==> config.mk <==
export PLATFORM = sky130hd
export DESIGN_NAME = freq_meter
export DESIGN_NICKNAME = d
export VERILOG_FILES = /design/src/rtl/freq_meter_pkg.sv /design/src/rtl/freq_meter_edge_det.sv /design/src/rtl/freq_meter.sv
export SDC_FILE = /design/constraint.sdc
export NUM_CORES = 1
export LEC_CHECK = 0
export CAP_MARGIN = 0
export CORE_MARGIN = 2
export CORE_UTILIZATION = 60
export CTS_BUF_LIST = sky130_fd_sc_hd__clkbuf_4 sky130_fd_sc_hd__clkbuf_8
export DETAILED_ROUTE_END_ITERATION = 8
export GPL_TIMING_DRIVEN = 0
export PLACE_DENSITY = 0.8
export SYNTH_ARGS = -nofsm -noshare
export SYNTH_HDL_FRONTEND = slang
export SYNTH_HIERARCHICAL = 1
export SYNTH_SLANG_ARGS = --single-unit
==> constraint.sdc <==
create_clock -name clk -period 10.4 [get_ports clk]
set_input_delay 2.6 -clock clk [delete_from_list [all_inputs] [get_ports clk]]
set_output_delay 2.6 -clock clk [all_outputs]
set_load 0.02 [all_outputs]
==> src/rtl/freq_meter_pkg.sv <==
// Shared defaults and width helpers for the frequency meter.
// The optional glitch filter is enabled with FREQ_METER_GLITCH_FILT_EN.
package freq_meter_pkg;

    localparam int DEF_GATE_CYCLES = 50_000_000;
    localparam int DEF_CNT_W       = 16;
    localparam int DEF_AVG_LOG2    = 3;
    localparam int DEF_FILT_CYCLES = 4;

    // Bits needed for a counter that runs 0..n-1.
    function automatic int cnt_w_for(input int n);
        return (n <= 2) ? 1 : $clog2(n);
    endfunction

    // Running sum of 2**avg_log2 values of cnt_w bits cannot overflow this width.
    function automatic int sum_w(input int cnt_w, input int avg_log2);
        return cnt_w + avg_log2;
    endfunction

endpackage

==> src/rtl/freq_meter_edge_det.sv <==
// Synchroniser, optional glitch filter and rising-edge pulse for the meter input.
// FREQ_METER_GLITCH_FILT_EN inserts a FILT_CYCLES stability filter after the synchroniser.
module freq_edge_det
    import freq_meter_pkg::*;
#(
    parameter int FILT_CYCLES = DEF_FILT_CYCLES
) (
    input  logic clk,
    input  logic rst_n,
    input  logic sig_i,
    output logic rise_o
);

    logic s1_q, s2_q, prev_q, lvl;

    always_ff @(posedge clk or negedge rst_n) begin
        if (!rst_n) begin
            s1_q   <= 1'b0;
            s2_q   <= 1'b0;
            prev_q <= 1'b0;
        end else begin
            s1_q   <= sig_i;
            s2_q   <= s1_q;
            prev_q <= lvl;
        end
    end

`ifdef FREQ_METER_GLITCH_FILT_EN
    localparam int FW = cnt_w_for(FILT_CYCLES);
    localparam logic [FW-1:0] STAB_LAST = FW'(FILT_CYCLES - 1);

    logic [FW-1:0] stab_q;
    logic          filt_q;

    // Level follows s2 only after it has disagreed for FILT_CYCLES samples in a row.
    always_ff @(posedge clk or negedge rst_n) begin
        if (!rst_n) begin
            stab_q <= '0;
            filt_q <= 1'b0;
        end else if (s2_q == filt_q) begin
            stab_q <= '0;
        end else if (stab_q == STAB_LAST) begin
            stab_q <= '0;
            filt_q <= s2_q;
        end else begin
            stab_q <= stab_q + 1'b1;
        end
    end

    assign lvl = filt_q;
`else
    logic unused_filt;
    assign unused_filt = ^FILT_CYCLES;
    assign lvl = s2_q;
`endif

    assign rise_o = lvl & ~prev_q;

endmodule

==> src/rtl/freq_meter.sv <==
// Gated rising-edge frequency meter with saturating count and 2**AVG_LOG2 moving average.
// Define FREQ_METER_GLITCH_FILT_EN to enable the input glitch filter.
module freq_meter
    import freq_meter_pkg::*;
#(
    parameter int GATE_CYCLES = DEF_GATE_CYCLES,
    parameter int CNT_W       = DEF_CNT_W,
    parameter int AVG_LOG2    = DEF_AVG_LOG2,
    parameter int FILT_CYCLES = DEF_FILT_CYCLES
) (
    input  logic             clk,
    input  logic             rst_n,
    input  logic             en,
    input  logic             clr,
    input  logic             sig_in,
    output logic [CNT_W-1:0] freq_raw,
    output logic [CNT_W-1:0] freq_avg,
    output logic             meas_valid,
    output logic             avg_full,
    output logic             ovf
);

    localparam int DEPTH = 1 << AVG_LOG2;
    localparam int GW    = cnt_w_for(GATE_CYCLES);
    localparam int SW    = sum_w(CNT_W, AVG_LOG2);
    localparam int FLW   = AVG_LOG2 + 1;
    localparam logic [GW-1:0]  GATE_LAST = GW'(GATE_CYCLES - 1);
    localparam logic [FLW-1:0] FILL_MAX  = FLW'(DEPTH);

    logic                rise;
    logic                win_last;
    logic [GW-1:0]       gate_q;
    logic [CNT_W-1:0]    cnt_q, cnt_d;
    logic                win_ovf_q, win_ovf_d;
    logic [CNT_W-1:0]    ring_q [DEPTH];
    logic [SW-1:0]       sum_q, sum_d;
    logic [AVG_LOG2-1:0] wr_ptr_q;
    logic [FLW-1:0]      fill_q;
    logic [CNT_W-1:0]    raw_q, avg_q;
    logic                vld_q, ovf_q;

    freq_edge_det #(.FILT_CYCLES(FILT_CYCLES)) u_edge (
        .clk    (clk),
        .rst_n  (rst_n),
        .sig_i  (sig_in),
        .rise_o (rise)
    );

    // cnt_d/win_ovf_d include an edge on the current cycle, so the terminal cycle's
    // edge lands in the closing window.
    always_comb begin
        win_last  = (gate_q == GATE_LAST);
        cnt_d     = (rise && !(&cnt_q)) ? cnt_q + 1'b1 : cnt_q;
        win_ovf_d = win_ovf_q | (rise & (&cnt_q));
        sum_d     = sum_q + SW'(cnt_d) - SW'(ring_q[wr_ptr_q]);
    end

    always_ff @(posedge clk or negedge rst_n) begin
        if (!rst_n) begin
            gate_q    <= '0;
            cnt_q     <= '0;
            win_ovf_q <= 1'b0;
            sum_q     <= '0;
            wr_ptr_q  <= '0;
            fill_q    <= '0;
            raw_q     <= '0;
            avg_q     <= '0;
            vld_q     <= 1'b0;
            ovf_q     <= 1'b0;
            for (int i = 0; i < DEPTH; i++) ring_q[i] <= '0;
        end else if (clr) begin
            gate_q    <= '0;
            cnt_q     <= '0;
            win_ovf_q <= 1'b0;
            sum_q     <= '0;
            wr_ptr_q  <= '0;
            fill_q    <= '0;
            raw_q     <= '0;
            avg_q     <= '0;
            vld_q     <= 1'b0;
            ovf_q     <= 1'b0;
            for (int i = 0; i < DEPTH; i++) ring_q[i] <= '0;
        end else begin
            vld_q <= 1'b0;
            if (en) begin
                if (win_last) begin
                    gate_q           <= '0;
                    cnt_q            <= '0;
                    win_ovf_q        <= 1'b0;
                    raw_q            <= cnt_d;
                    ovf_q            <= win_ovf_d;
                    ring_q[wr_ptr_q] <= cnt_d;
                    sum_q            <= sum_d;
                    avg_q            <= sum_d[SW-1:AVG_LOG2];
                    wr_ptr_q         <= wr_ptr_q + 1'b1;
                    vld_q            <= 1'b1;
                    if (fill_q != FILL_MAX) fill_q <= fill_q + 1'b1;
                end else begin
                    gate_q    <= gate_q + 1'b1;
                    cnt_q     <= cnt_d;
                    win_ovf_q <= win_ovf_d;
                end
            end
        end
    end

    assign freq_raw   = raw_q;
    assign freq_avg   = avg_q;
    assign meas_valid = vld_q;
    assign avg_full   = fill_q[AVG_LOG2];
    assign ovf        = ovf_q;

endmodule
# Word level (Yosys, flattened, before mapping)

Cells that the tools add are included.

Register bits after elaboration: 234
Bits of input ports: 5
Output and inout bits: 35
Logic and storage cells: 86

Add/sub/neg operators: 6
Order comparisons: 2
Eq/ne operators: 2
Muxes and demuxes: 41
Bitwise operators: 5
Reduce and logical (&&, ||, !) cells: 9

Operator list:

| cell                                                                 | number |
|---|---|
| 128-bit two-way mux                                                  | 3 |
| 16-bit two-way mux                                                   | 13 |
| 128-bit bitwise mux                                                  | 1 |
| 26-bit two-way mux                                                   | 3 |
| 19-bit two-way mux                                                   | 3 |
| 16-bit binary-select mux with 3-bit select                           | 1 |
| 16-bit demux with 3-bit select                                       | 1 |
| 26-bit by 1-bit adder with 26-bit output, second input constant      | 1 |
| 26-bit == test, second input constant                                | 1 |
| 19-bit by 16-bit adder with 19-bit output                            | 1 |
| 19-bit by 16-bit subtractor with 19-bit output                       | 1 |
| 16-bit by 1-bit adder with 16-bit output, second input constant      | 1 |
| 4-bit two-way mux                                                    | 4 |
| 16-bit AND reduction                                                 | 1 |
| 1-bit two-way mux                                                    | 9 |
| 3-bit two-way mux                                                    | 3 |
| 2-bit nonzero test                                                   | 3 |
| 4-bit by 1-bit adder with 4-bit output, second input constant        | 1 |
| 4-bit >= comparator, second input constant                           | 1 |
| 4-bit by 1-bit < comparator with 1-bit output, second input constant | 1 |
| 4-bit inequality test, second input constant                         | 1 |
| 3-bit NOT with 4-bit output                                          | 1 |
| 3-bit by 1-bit adder with 3-bit output, second input constant        | 1 |
| 3-bit AND reduction                                                  | 1 |
| 6 further kinds                                                      | 8 |

# Longest topological paths before layout

Gate-level depths: netlist (run 1).

Depth in word-level cells: 9
Mapped depth: 17
Depth with buffers taken out: 15

# Modules after synthesis

Netlist (run 1), hierarchy kept.

Modules (own cells, without submodules):

| module        | times used | cells each | area each (um^2) | seq. area each (um^2) |
|---|---|---|---|---|
| freq_meter    | 1          | 1277       | 11486.0          | 5380.2 |
| freq_edge_det | 1          | 4          | 88.8             | 75.1 |

# Least setup slack after synthesis (run 1)

No wires, ideal clock.

Path kind: register -> register
Start: register cnt_q[0]
End: register sum_q[18]
Library setup time: 0.086 ns
Arrival: 4.207 ns
Required time: 10.314 ns
Path slack: 6.107 ns
Stages on the path, launching flop included: 17
Buffers on the path: 2
Clock period less this slack: 4.293 ns
Cells stage by stage: dfrtp_1 -> ha_1 -> nand4_1 -> o41a_1 -> clkbuf_1 -> and3_1 -> xnor2_1 -> clkbuf_1 -> inv_1 -> fa_1 -> ha_1 -> a21o_1 -> nor2_1 -> a211oi_1 -> o311a_1 -> o31a_1 -> nor3_1

Word-level cells in the longest chain between the ends: 9
Elaborated cells between the ends (all ways): 10
Those cells by class: 3 x add/sub; 4 x mux; 3 x reduce/logical

Ends and longest elaborated chain:

| item                                                                                             | RTL line          | text |
|---|---|---|
| start: declaration                                                                               | freq_meter.sv:33  | `logic [CNT_W-1:0] cnt_q, cnt_d;` |
| start signal: assignment                                                                         | freq_meter.sv:100 | `cnt_q <= cnt_d;` |
| parallel branches: the longest is 3 deep, another holds 16-bit by 1-bit adder with 16-bit output | -                 |  |
| 16-bit two-way mux (*)                                                                           | freq_meter.sv:53  | `cnt_d = (rise && !(&cnt_q)) ? cnt_q + 1'b1 : cnt_q;` |
| 19-bit by 16-bit adder with 19-bit output (*)                                                    | freq_meter.sv:55  | `sum_d = sum_q + SW'(cnt_d) - SW'(ring_q[wr_ptr_q]);` |
| 19-bit by 16-bit subtractor with 19-bit output (*)                                               | freq_meter.sv:55  |  |
| 19-bit two-way mux (*)                                                                           | freq_meter.sv:86  | `if (win_last) begin` |
| 19-bit two-way mux (*)                                                                           | freq_meter.sv:85  | `if (en) begin` |
| 19-bit two-way mux (*)                                                                           | freq_meter.sv:71  | `end else if (clr) begin` |
| end signal: assignment                                                                           | freq_meter.sv:93  | `sum_q <= sum_d;` |
| end: declaration                                                                                 | freq_meter.sv:36  | `logic [SW-1:0] sum_q, sum_d;` |

Every way passes the cells marked *. The select of a mux whose other input is x is not followed.
A chain may end at the register's enable or synchronous reset.

# Worst setup path after layout (run 1)

Start: register wr_ptr_q[1]
End: register sum_q[18]

Word-level cells in the longest chain between the ends: 8

Ends and longest elaborated chain:

| item                                                  | RTL line         | text |
|---|---|---|
| start: declaration                                    | freq_meter.sv:37 | `logic [AVG_LOG2-1:0] wr_ptr_q;` |
| start signal: assignment                              | freq_meter.sv:95 | `wr_ptr_q <= wr_ptr_q + 1'b1;` |
| 3-bit NOT with 4-bit output (implied by the code)     | freq_meter.sv:55 |  |
| 16-bit binary-select mux with 3-bit select            | freq_meter.sv:55 |  |
| 16-bit two-way mux (implied by the code) (2 in a row) | freq_meter.sv:55 |  |
| 19-bit by 16-bit subtractor with 19-bit output        | freq_meter.sv:55 |  |
| 19-bit two-way mux                                    | freq_meter.sv:86 |  |
| 19-bit two-way mux                                    | freq_meter.sv:85 |  |
| 19-bit two-way mux                                    | freq_meter.sv:71 |  |

No other way between the ends. The select of a mux whose other input is x is not followed.

==> results of run 1 <==
==> metal layers <==
layer	vias up	share of wire [%]	GRT usage [%]	wire, µm
li1	4686	-	-	-
met1	5138	40	49.3	14300
met2	699	44	53.6	16000
met3	142	11	8.55	3880
met4	0	4.9	18.3	1750
met5	-	0	0	0
==> critical path, cell delays in order (launching register included) <==
cell and delay, ps:
dfrtp_1 350, clkbuf_1 350, nor3b_1 1190, clkbuf_1 610
a22oi_1 190, nand4_1 280, fa_1 460, inv_1 70
ha_1 300, a21o_1 210, a221oi_1 470, nor2_1 150
o311a_1 340, o31a_1 300, nor3_1 140
==> sequential cells by signal, summed over array words and instances, names as in the netlist, 3 cells and up <==
name	cells
fill_q	4
wr_ptr_q	3
gate_q	26
cnt_q	16
ring_q	128
sum_q	19
freq_raw	16
==> area by class of cell <==
type,count,area (µm²)
multi-input cells,913,5470
clock inverters,1,5.00
inverters,52,195
well taps,260,325
repair buffers,40,420
plain buffers,98,468
clock buffers,69,868
fillers,1451,5620
flip-flops and latches,218,5460
==> metrics by stage <==
| step | cells | hold slack [ps] | setup WS (ps) | power [mW] | util [%] |
|---|---|---|---|---|---|
| floorplan | 1281 | 331 | 6110 | 0.902 | - |
| global placement | 1579 | 333 | -2430 | 0.937 | 65.2 |
| global route | 1651 | 358 | 4600 | 1.85 | 70.1 |
| CTS | 1651 | 355 | 5070 | 1.80 | 70.1 |
| finish | 1651 | 351 | 4890 | 1.80 | 70.1 |
| detailed placement | 1581 | 341 | 4700 | 0.938 | 65.5 |
==> cell usage after synthesis, types with 3 or more instances <==
master    instances
dfrtp_1         218
nand2_1         204
a21oi_1         132
nor2_1          110
o21ai_0          67
a22oi_1          54
inv_1            52
clkbuf_1         51
a211oi_1         49
nand4_1          32
buf_2            29
ha_1             24
nand3_1          24
xor2_1           22
nor3_1           21
and3_1           20
buf_4            17
xnor2_1          17
fa_1             16
a21o_1            8
a22o_1            8
a311oi_1          8
a221oi_1          7
a31oi_1           7
nor4_1            7
or3_1             7
and4_1            5
nand3b_1          4
nor3b_1           4
o21a_1            4
and2_1            3
mux2_2            3
mux2i_1           3
nand2b_1          3
==> path summary, 6_finish.rpt <==
path                                    startpoint                endpoint  slack [ps]  cells after the start
setup / recovery           wr_ptr_q[1]$_DFFE_PN0P_   sum_q[18]$_DFFE_PN0P_        4890                     14
hold / removal               u_edge/s1_q$_DFF_PN0_    u_edge/lvl$_DFF_PN0_         350                      0
setup reg to reg           wr_ptr_q[1]$_DFFE_PN0P_   sum_q[18]$_DFFE_PN0P_        4890                     14
hold reg to reg              u_edge/s1_q$_DFF_PN0_    u_edge/lvl$_DFF_PN0_         350                      0
max in group asynchronous                    rst_n  ring_q[89]$_DFFE_PN0P_        7290                      2
min in group asynchronous                    rst_n   sum_q[15]$_DFFE_PN0P_        2080                      1
==> placed cells by master, fill, tap and decap left out, types with 5 or more instances in the layout <==
cell,count
dfrtp_1,218
nand2_1,204
a21oi_1,132
nor2_1,110
o21ai_0,67
clkbuf_8,56
a22oi_1,54
inv_1,52
clkbuf_1,51
a211oi_1,49
clkdlybuf4s50_1,37
nand4_1,32
buf_2,29
nand3_1,24
ha_1,24
xor2_1,22
nor3_1,21
and3_1,20
buf_4,18
xnor2_1,16
fa_1,16
clkbuf_4,13
a22o_1,8
a21o_1,8
a311oi_1,8
a31oi_1,7
nor4_1,7
a221oi_1,7
or3_1,7
and4_1,5
==> cells by family after synthesis <==
kind of cell	count (synthesis)
mux	6
buf+inv	150
xor+xnor	39
flops	218
compound gates	368
simple gates	460
fa+ha+maj	40
==> power by group <==
part,switching (mW),internal (mW),leakage [nW],total (mW)
Clock,0.359,0.520,0.466,0.879
Combinational,0.0559,0.0160,2.12,0.0718
Sequential,0.00231,0.851,3.04,0.853
Total,0.417,1.39,5.62,1.80
==> flow_metrics.tcl, run 1 <==
set metrics [dict create \
    ys_types 66 \
    final.setup.tns_ps 0 \
    cp_data_arrival_time_ps 5970 \
    synthSimpleGateAreaFrac_pct 18.3 \
    antenna_left 0 \
    h-tree-depth 2 \
    crit_path_start_kind "flop" \
    drc 0 \
    die_w_um 143 \
    grt_max_degree 117 \
    min_path_type "flop to flop" \
    relSlewSlack_pct 0.787 \
    overflow 0 \
    cp.required_ps 10850 \
    synthCells 1281 \
    clock_sinks 218 \
    detail_route.wl_per_cell_um 21.8 \
    drive_gt1_share_pct 9.49 \
    slew_viol_final 0 \
    cts_made_buffers 39 \
    start_util_pct 61.5 \
    violations "max-capacitance violations" \
    die_h_um 143 \
    finalHoldViolCount 0 \
    setup-violations-final 0 \
    finalCriticalPeriod_ps 5510 \
    syn_area_um2 11600 \
    synth_top_area_share_pct 47.1 \
    clkTransAtPathRegs_ps 60 \
    peakVddDrop_uv 122 \
    fin_area_um2 13200 \
    ys_async_sr_fraction_pct 100 \
    firstDrtPassIters 6 \
    synthAdderAreaFrac_pct 5.36 \
    vias_per_cell 6.46 \
    syn_to_final_growth_pct 14.1 \
    synth-seq-cells 218 \
    rsz0062_at_grt "false" \
    clockRootBuffer "clkbuf_8" \
    diodes 0 \
    seq_area_frac_synth_pct 47.1 \
    yosys_warnings 6 \
    drt_iter0_drc 1313 \
    place_hpwl_mm 25.0 \
    dpl_cell_area_um2 12300 \
    synth_top_family_by_area "compound AO/OA/AOI/OAI gates" \
    fmax_mhz 181 \
    cts_tree "built" \
    gp_congestion 0.960 \
    finClkSkew_ps 17.7 \
    synth_edf_count 0 \
    fin_crit_sh_pct 53.0 \
    end_kind "flop" \
    grt_pass1_vias 10186 \
    cts_hold_buf 0 \
    portBuffers 38 \
    grt_antenna_before_repair 0 \
    clock_latency_ps 540 \
    synth_xor_area_share_pct 2.95 \
    syn-num-nets 1326 \
    nets 1407 \
    crit_type "flop to flop" \
    synth.area.top_cells "dfrtp_1 47%, nand2_1 6.6%, a21oi_1 5.7%" \
    tightest_slew_ps 1480 \
    synthMuxAreaShare_pct 0.551 \
    outcome "complete, but fails checks" \
    cts_resized 0 \
    drv_cap 1 \
    grt_pass1_wl_mm 56.0 \
    die-area_um2 20400 \
    synth-compound-area-share_pct 19.9 \
    synth_flop_cell "dfrtp_1" \
    p_leak_nw 5.62 \
    post-cts-setup-buffers 0 \
    fp-row-count 50 \
    power_density_nw_per_um2 137 \
    wirelength_mm 35.9 \
    synth_area_leader_cell "dfrtp_1" \
    num_io_pins 40 \
    core_um2 18800 \
    synth.avg_cell_area_um2 9.04 \
    track_usage_pct 35.9 \
    dr_total_vias 10665 \
    cp_max_fo 10 \
    cts_buffer_depth 3 \
]
Power figures use the tool's default switching activity.
==> inputs of run 2 (changes only) <==
Clock period 10.4 ns to 5.1 ns, I/O delays scaled along.
==> flow_metrics.tcl, run 2 (synthesized netlist as in run 1, its figures left out) <==
set metrics [dict create \
    register_area_um2 5460 \
    cts_made_buffers 39 \
    use_met1_pct 49.5 \
    cts_buffer_depth 3 \
    clockRootBuffer "clkbuf_8" \
    core_um2 18800 \
    peakVddDrop_uv 249 \
    rsz0062_at_grt "false" \
    dp.cells 1581 \
    power_density_nw_per_um2 276 \
    clock_latency_ps 550 \
    top_register "ring_q" \
    grt_antenna_before_repair 0 \
    finClkSkew_ps 17.8 \
    critical_path.top_delay_family "compound AO/OA/AOI/OAI gates" \
    final_cell_mix "218 x dfrtp_1, 204 x nand2_1, 131 x a21oi_1, 108 x nor2_1, 67 x o21ai_0" \
    fin_area_um2 13300 \
    start_util_pct 61.5 \
    crit_type "flop to flop" \
    swShare_pct 23.1 \
    largest_registers "ring_q x128, gate_q x26, sum_q x19" \
    antenna_left 0 \
    drv_cap 0 \
    cp_num_buf_inv 3 \
    syn_to_final_growth_pct 15.3 \
    p_leak_nw 5.66 \
    path_common_cell "clkbuf_1" \
    wirelength_mm 35.9 \
    cp.depth 14 \
    gp_congestion 0.960 \
    h-tree-depth 2 \
    slowest_delay_ps 720 \
    grt_max_degree 117 \
    multi_input_area_um2 5600 \
    pwr-share-clk_pct 48.7 \
    slew_viol_final 0 \
    p_seq_share_pct 47.3 \
    clkTransAtPathRegs_ps 60 \
    fp-row-count 50 \
    hold_depth 0 \
    combPwrFrac_pct 4.0 \
    final_common_cell "dfrtp_1" \
    fin_cells 1649 \
    crit_slowest_cell "dfrtp_1" \
    grt_use_met2_pct 53.6 \
    relSlewSlack_pct 10.4 \
    p_sw_uw 851 \
    track_usage_pct 36.0 \
    overflow 0 \
    place_hpwl_mm 25.0 \
    intPower_mw 2.83 \
    fin_crit_sh_pct 96.4 \
    clock_sinks 218 \
    busiest_layer "met2" \
    diodes 0 \
    min_path_type "flop to flop" \
    cp_max_fo 10 \
    dpl_cell_area_um2 12300 \
    cts_tree "built" \
    die-area_um2 20400 \
    die_h_um 143 \
    die_w_um 143 \
    nFillCells 1429 \
    nets 1405 \
    crit_path_start_kind "flop" \
    num_io_pins 40 \
    cp.required_ps 5560 \
    setup-violations-final 0 \
    finalHoldViolCount 0 \
    cp_cell_sequence "nor3b_4 -> clkbuf_1 -> a22oi_1 -> nand4_1 -> fa_1 -> inv_1 -> ha_1 -> clkbuf_1 -> o21a_1 -> o2111ai_1 -> a211oi_2 -> o311a_1 -> o31a_1 -> nor3_1" \
    end_kind "flop" \
    outcome "finished, final reports clean" \
    grt_pass1_wl_mm 56.1 \
    drc 0 \
    firstDrtPassIters 6 \
    tightest_slew_ps 1330 \
    portBuffers 38 \
    drive_gt1_share_pct 11.2 \
    detail_route.wl_per_cell_um 21.8 \
    dr_total_vias 10610 \
    finalCriticalPeriod_ps 4920 \
    grt_util_met3_pct 8.32 \
    vias_per_cell 6.43 \
    cp_data_arrival_time_ps 5370 \
    grt_pass1_vias 10212 \
    whs_ps 351 \
    r2r_cells 14 \
    largest_reg_flops 128 \
    drt_iter0_drc 1408 \
    fmax_mhz 203 \
]
## run 2: power groups by stage
| stage | clock network [mW] | logic (mW) | registers [mW] |
|---|---|---|---|
| finish | 1.79 | 0.147 | 1.74 |
| global route | 1.87 | 0.161 | 1.74 |
| CTS | 1.79 | 0.144 | 1.74 |
| detailed placement | 0 | 0.144 | 1.77 |
| global placement | 0 | 0.139 | 1.77 |
| floorplan | 0 | 0.0702 | 1.77 |
## run 2: worst paths after layout
| path | startpoint | end | slack, ps |
|---|---|---|---|
| min in group asynchronous | rst_n | sum_q[15]$_DFFE_PN0P_ | 740 |
| min reg2reg | u_edge/s1_q$_DFF_PN0_ | u_edge/lvl$_DFF_PN0_ | 350 |
| max reg2reg | wr_ptr_q[2]$_DFFE_PN0P_ | sum_q[18]$_DFFE_PN0P_ | 180 |
| min | u_edge/s1_q$_DFF_PN0_ | u_edge/lvl$_DFF_PN0_ | 350 |
| max | wr_ptr_q[2]$_DFFE_PN0P_ | sum_q[18]$_DFFE_PN0P_ | 180 |
| max in group asynchronous | rst_n | ring_q[72]$_DFFE_PN0P_ | 3300 |
## run 2: per-layer routing
layer | share of wire (%) | up-vias | wire [µm]
li1 | - | 4685 | -
met3 | 10 | 122 | 3740
met2 | 45 | 645 | 16100
met4 | 5.0 | 0 | 1790
met5 | 0 | - | 0
met1 | 40 | 5158 | 14300
## run 2: area by class of cell
cell class / instances / area share [%]
plain buffers: 96 / 3.56
clock buffers: 69 / 6.51
clock inverters: 1 / 0.0375
inverters: 52 / 1.46
multi-input cells: 913 / 42.0
flip-flops and latches: 218 / 40.9
well taps: 260 / 2.44
repair buffers: 40 / 3.15
## run 2: repair_timing
item,in CTS,in global routing
hold buffers,0,0
cloned,0,0
setup endpoints to repair,5,9
gates resized for setup,9,34
buffers inserted,0,0
## run 2: metrics by stage
stage	setup TNS, ps	utilization [%]	total power [mW]	setup slack (ps)
after global routing	0	70.9	3.77	32.4
final	0	70.9	3.68	183
after global placement	-1395000	65.2	1.91	-6410
after detailed placement	-619	65.5	1.91	-199
after floorplan	0	-	1.84	807
after CTS	0	70.3	3.68	43.2
## run 2: worst register-to-register path, delay by kind of cell, from the launching register on
family | cells | cell delay (ps)
AOI/OAI and AO/OA | 6 | 1490
DFF | 1 | 720
and+or+nand+nor | 3 | 1060
adders and majority gates | 2 | 690
buffers and inverters | 3 | 870
==> inputs of run 3 (changes only) <==
Settings changed: PLACE_DENSITY 0.8 to 0.75.
==> flow_metrics.tcl, run 3 (synthesized netlist as in run 1, its figures left out) <==
set metrics [dict create \
    outcome "finished, final reports clean" \
    fin_crit_sh_pct 97.4 \
    finalCriticalPeriod_ps 4970 \
    slowest_delay_ps 600 \
    clkTransAtPathRegs_ps 60 \
    tightest_slew_ps 1190 \
    cp_cell_sequence "clkbuf_1 -> nor3b_4 -> clkbuf_1 -> a22oi_1 -> nand4_1 -> fa_1 -> inv_1 -> ha_1 -> a211oi_1 -> o21bai_1 -> a221o_1 -> nor4b_1 -> or4_1 -> nand3_1" \
    path_common_cell "clkbuf_1" \
    min_path_type "flop to flop" \
    power_mw 3.78 \
    portBuffers 38 \
    crit_type "flop to flop" \
    finClkSkew_ps 30.6 \
    r2r_end "sum_q[15]$_DFFE_PN0P_" \
    highest_layer "met4" \
    grt_antenna_before_repair 0 \
    overflow 0 \
    cts_made_buffers 39 \
    die_w_um 143 \
    antenna_left 0 \
    num_io_pins 40 \
    drv_cap 0 \
    track_usage_pct 35.9 \
    grt_max_degree 114 \
    crit_slowest_cell "nor3b_4" \
    die_h_um 143 \
    wirelength_mm 35.7 \
    critical_path.top_delay_family "simple AND/OR/NAND/NOR gates" \
    grt_pass1_vias 9971 \
    largest_registers "ring_q x128, gate_q x26, sum_q x19" \
    cp_max_fo 10 \
    hold_depth 0 \
    clockRootBuffer "clkbuf_8" \
    fmax_mhz 201 \
    clock_sinks 218 \
    h-tree-depth 2 \
    grt_pass1_wl_mm 55.4 \
    power_density_nw_per_um2 282 \
    core_um2 18800 \
    m1WireLength_mm 14.5 \
    peakVddDrop_uv 258 \
    largest_reg_flops 128 \
    nets 1406 \
    drive_gt1_share_pct 11.4 \
    slew_viol_final 0 \
    vias_per_cell 6.38 \
    worst-r2r-setup-slack_ps 130 \
    finalHoldViolCount 0 \
    met3_length_mm 3.75 \
    end_kind "flop" \
    startpoint "wr_ptr_q[0]$_DFFE_PN0P_" \
    cts_tree "built" \
    cp_data_arrival_time_ps 5440 \
    r2r_start "wr_ptr_q[0]$_DFFE_PN0P_" \
    firstDrtPassIters 6 \
    cp_num_buf_inv 3 \
    whs_ps 355 \
    final_cell_mix "217 x dfrtp_1, 204 x nand2_1, 131 x a21oi_1, 108 x nor2_1, 67 x o21ai_0" \
    drc 0 \
    final_common_cell "dfrtp_1" \
    clock_latency_ps 560 \
    setup-violations-final 0 \
    cts_hold_buf 0 \
    p_leak_nw 5.68 \
    met2_length_mm 15.9 \
    r2r_cells 14 \
    die-area_um2 20400 \
    gp_congestion 0.997 \
    start_util_pct 61.5 \
    detail_route.wl_per_cell_um 21.6 \
    endpoint "sum_q[15]$_DFFE_PN0P_" \
    drt_iter0_drc 1116 \
    fp-row-count 50 \
    cp.required_ps 5570 \
    dr_total_vias 10532 \
    top_register "ring_q" \
    crit_path_start_kind "flop" \
    place_hpwl_mm 24.9 \
    diodes 0 \
    cp.depth 14 \
    syn_to_final_growth_pct 15.7 \
    relSlewSlack_pct 20.1 \
    cts_buffer_depth 3 \
]
[run 3: metrics by stage]
stage          util, %  std cells  setup WS (ps)  setup TNS (ps)  cell area (µm²)
2_1_floorplan        -       1281            807               0            11600
3_3_place_gp      65.2       1579          -6470        -1405610            12300
3_5_place_dp      65.4       1581           -254            -523            12300
4_1_cts           70.5       1653           67.5               0            13300
5_1_grt           71.1       1652          -33.4           -43.9            13400
6_report          71.1       1652            134               0            13400
[run 3: layer usage]
metal	GRT usage, %	up-vias
li1	-	4704
met1	49.3	5136
met2	54.2	588
met3	9.32	104
met4	15.3	0
met5	0	-
[run 3: timing repair]
| action | in CTS | in global routing |
|---|---|---|
| resized for setup | 8 | 32 |
| setup buffers | 0 | 1 |
| setup endpoints to repair | 3 | 7 |
| pin swaps | 0 | 1 |
[run 3: how the worst min path moves through the flow]
| stage | slack (ps) | endpoint | startpoint |
|---|---|---|---|
| after floorplan | 330 | u_edge/lvl$_DFF_PN0_ | u_edge/s1_q$_DFF_PN0_ |
| after global placement | 330 | u_edge/lvl$_DFF_PN0_ | u_edge/s1_q$_DFF_PN0_ |
| after detailed placement | 340 | u_edge/lvl$_DFF_PN0_ | u_edge/s1_q$_DFF_PN0_ |
| after CTS | 350 | u_edge/lvl$_DFF_PN0_ | u_edge/s1_q$_DFF_PN0_ |
| after global routing | 370 | u_edge/lvl$_DFF_PN0_ | u_edge/s1_q$_DFF_PN0_ |
| final | 350 | u_edge/lvl$_DFF_PN0_ | u_edge/s1_q$_DFF_PN0_ |
[run 3: final cells by class]
| type | instances | area, µm² |
|---|---|---|
| Clock buffer | 63 | 823 |
| Sequential cell | 218 | 5460 |
| Timing Repair Buffer | 42 | 435 |
| Buffer | 95 | 469 |
| Multi-Input combinational cell | 913 | 5580 |
| Fill cell | 1469 | 5440 |
| Tap cell | 260 | 325 |
| Clock inverter | 9 | 101 |
| Inverter | 52 | 195 |
[run 3: power by group]
part / switching, mW / leakage [nW] / internal (mW)
Clock: 0.765 / 0.487 / 1.13
Sequential: 0.00477 / 3.04 / 1.73
Combinational: 0.114 / 2.16 / 0.0338
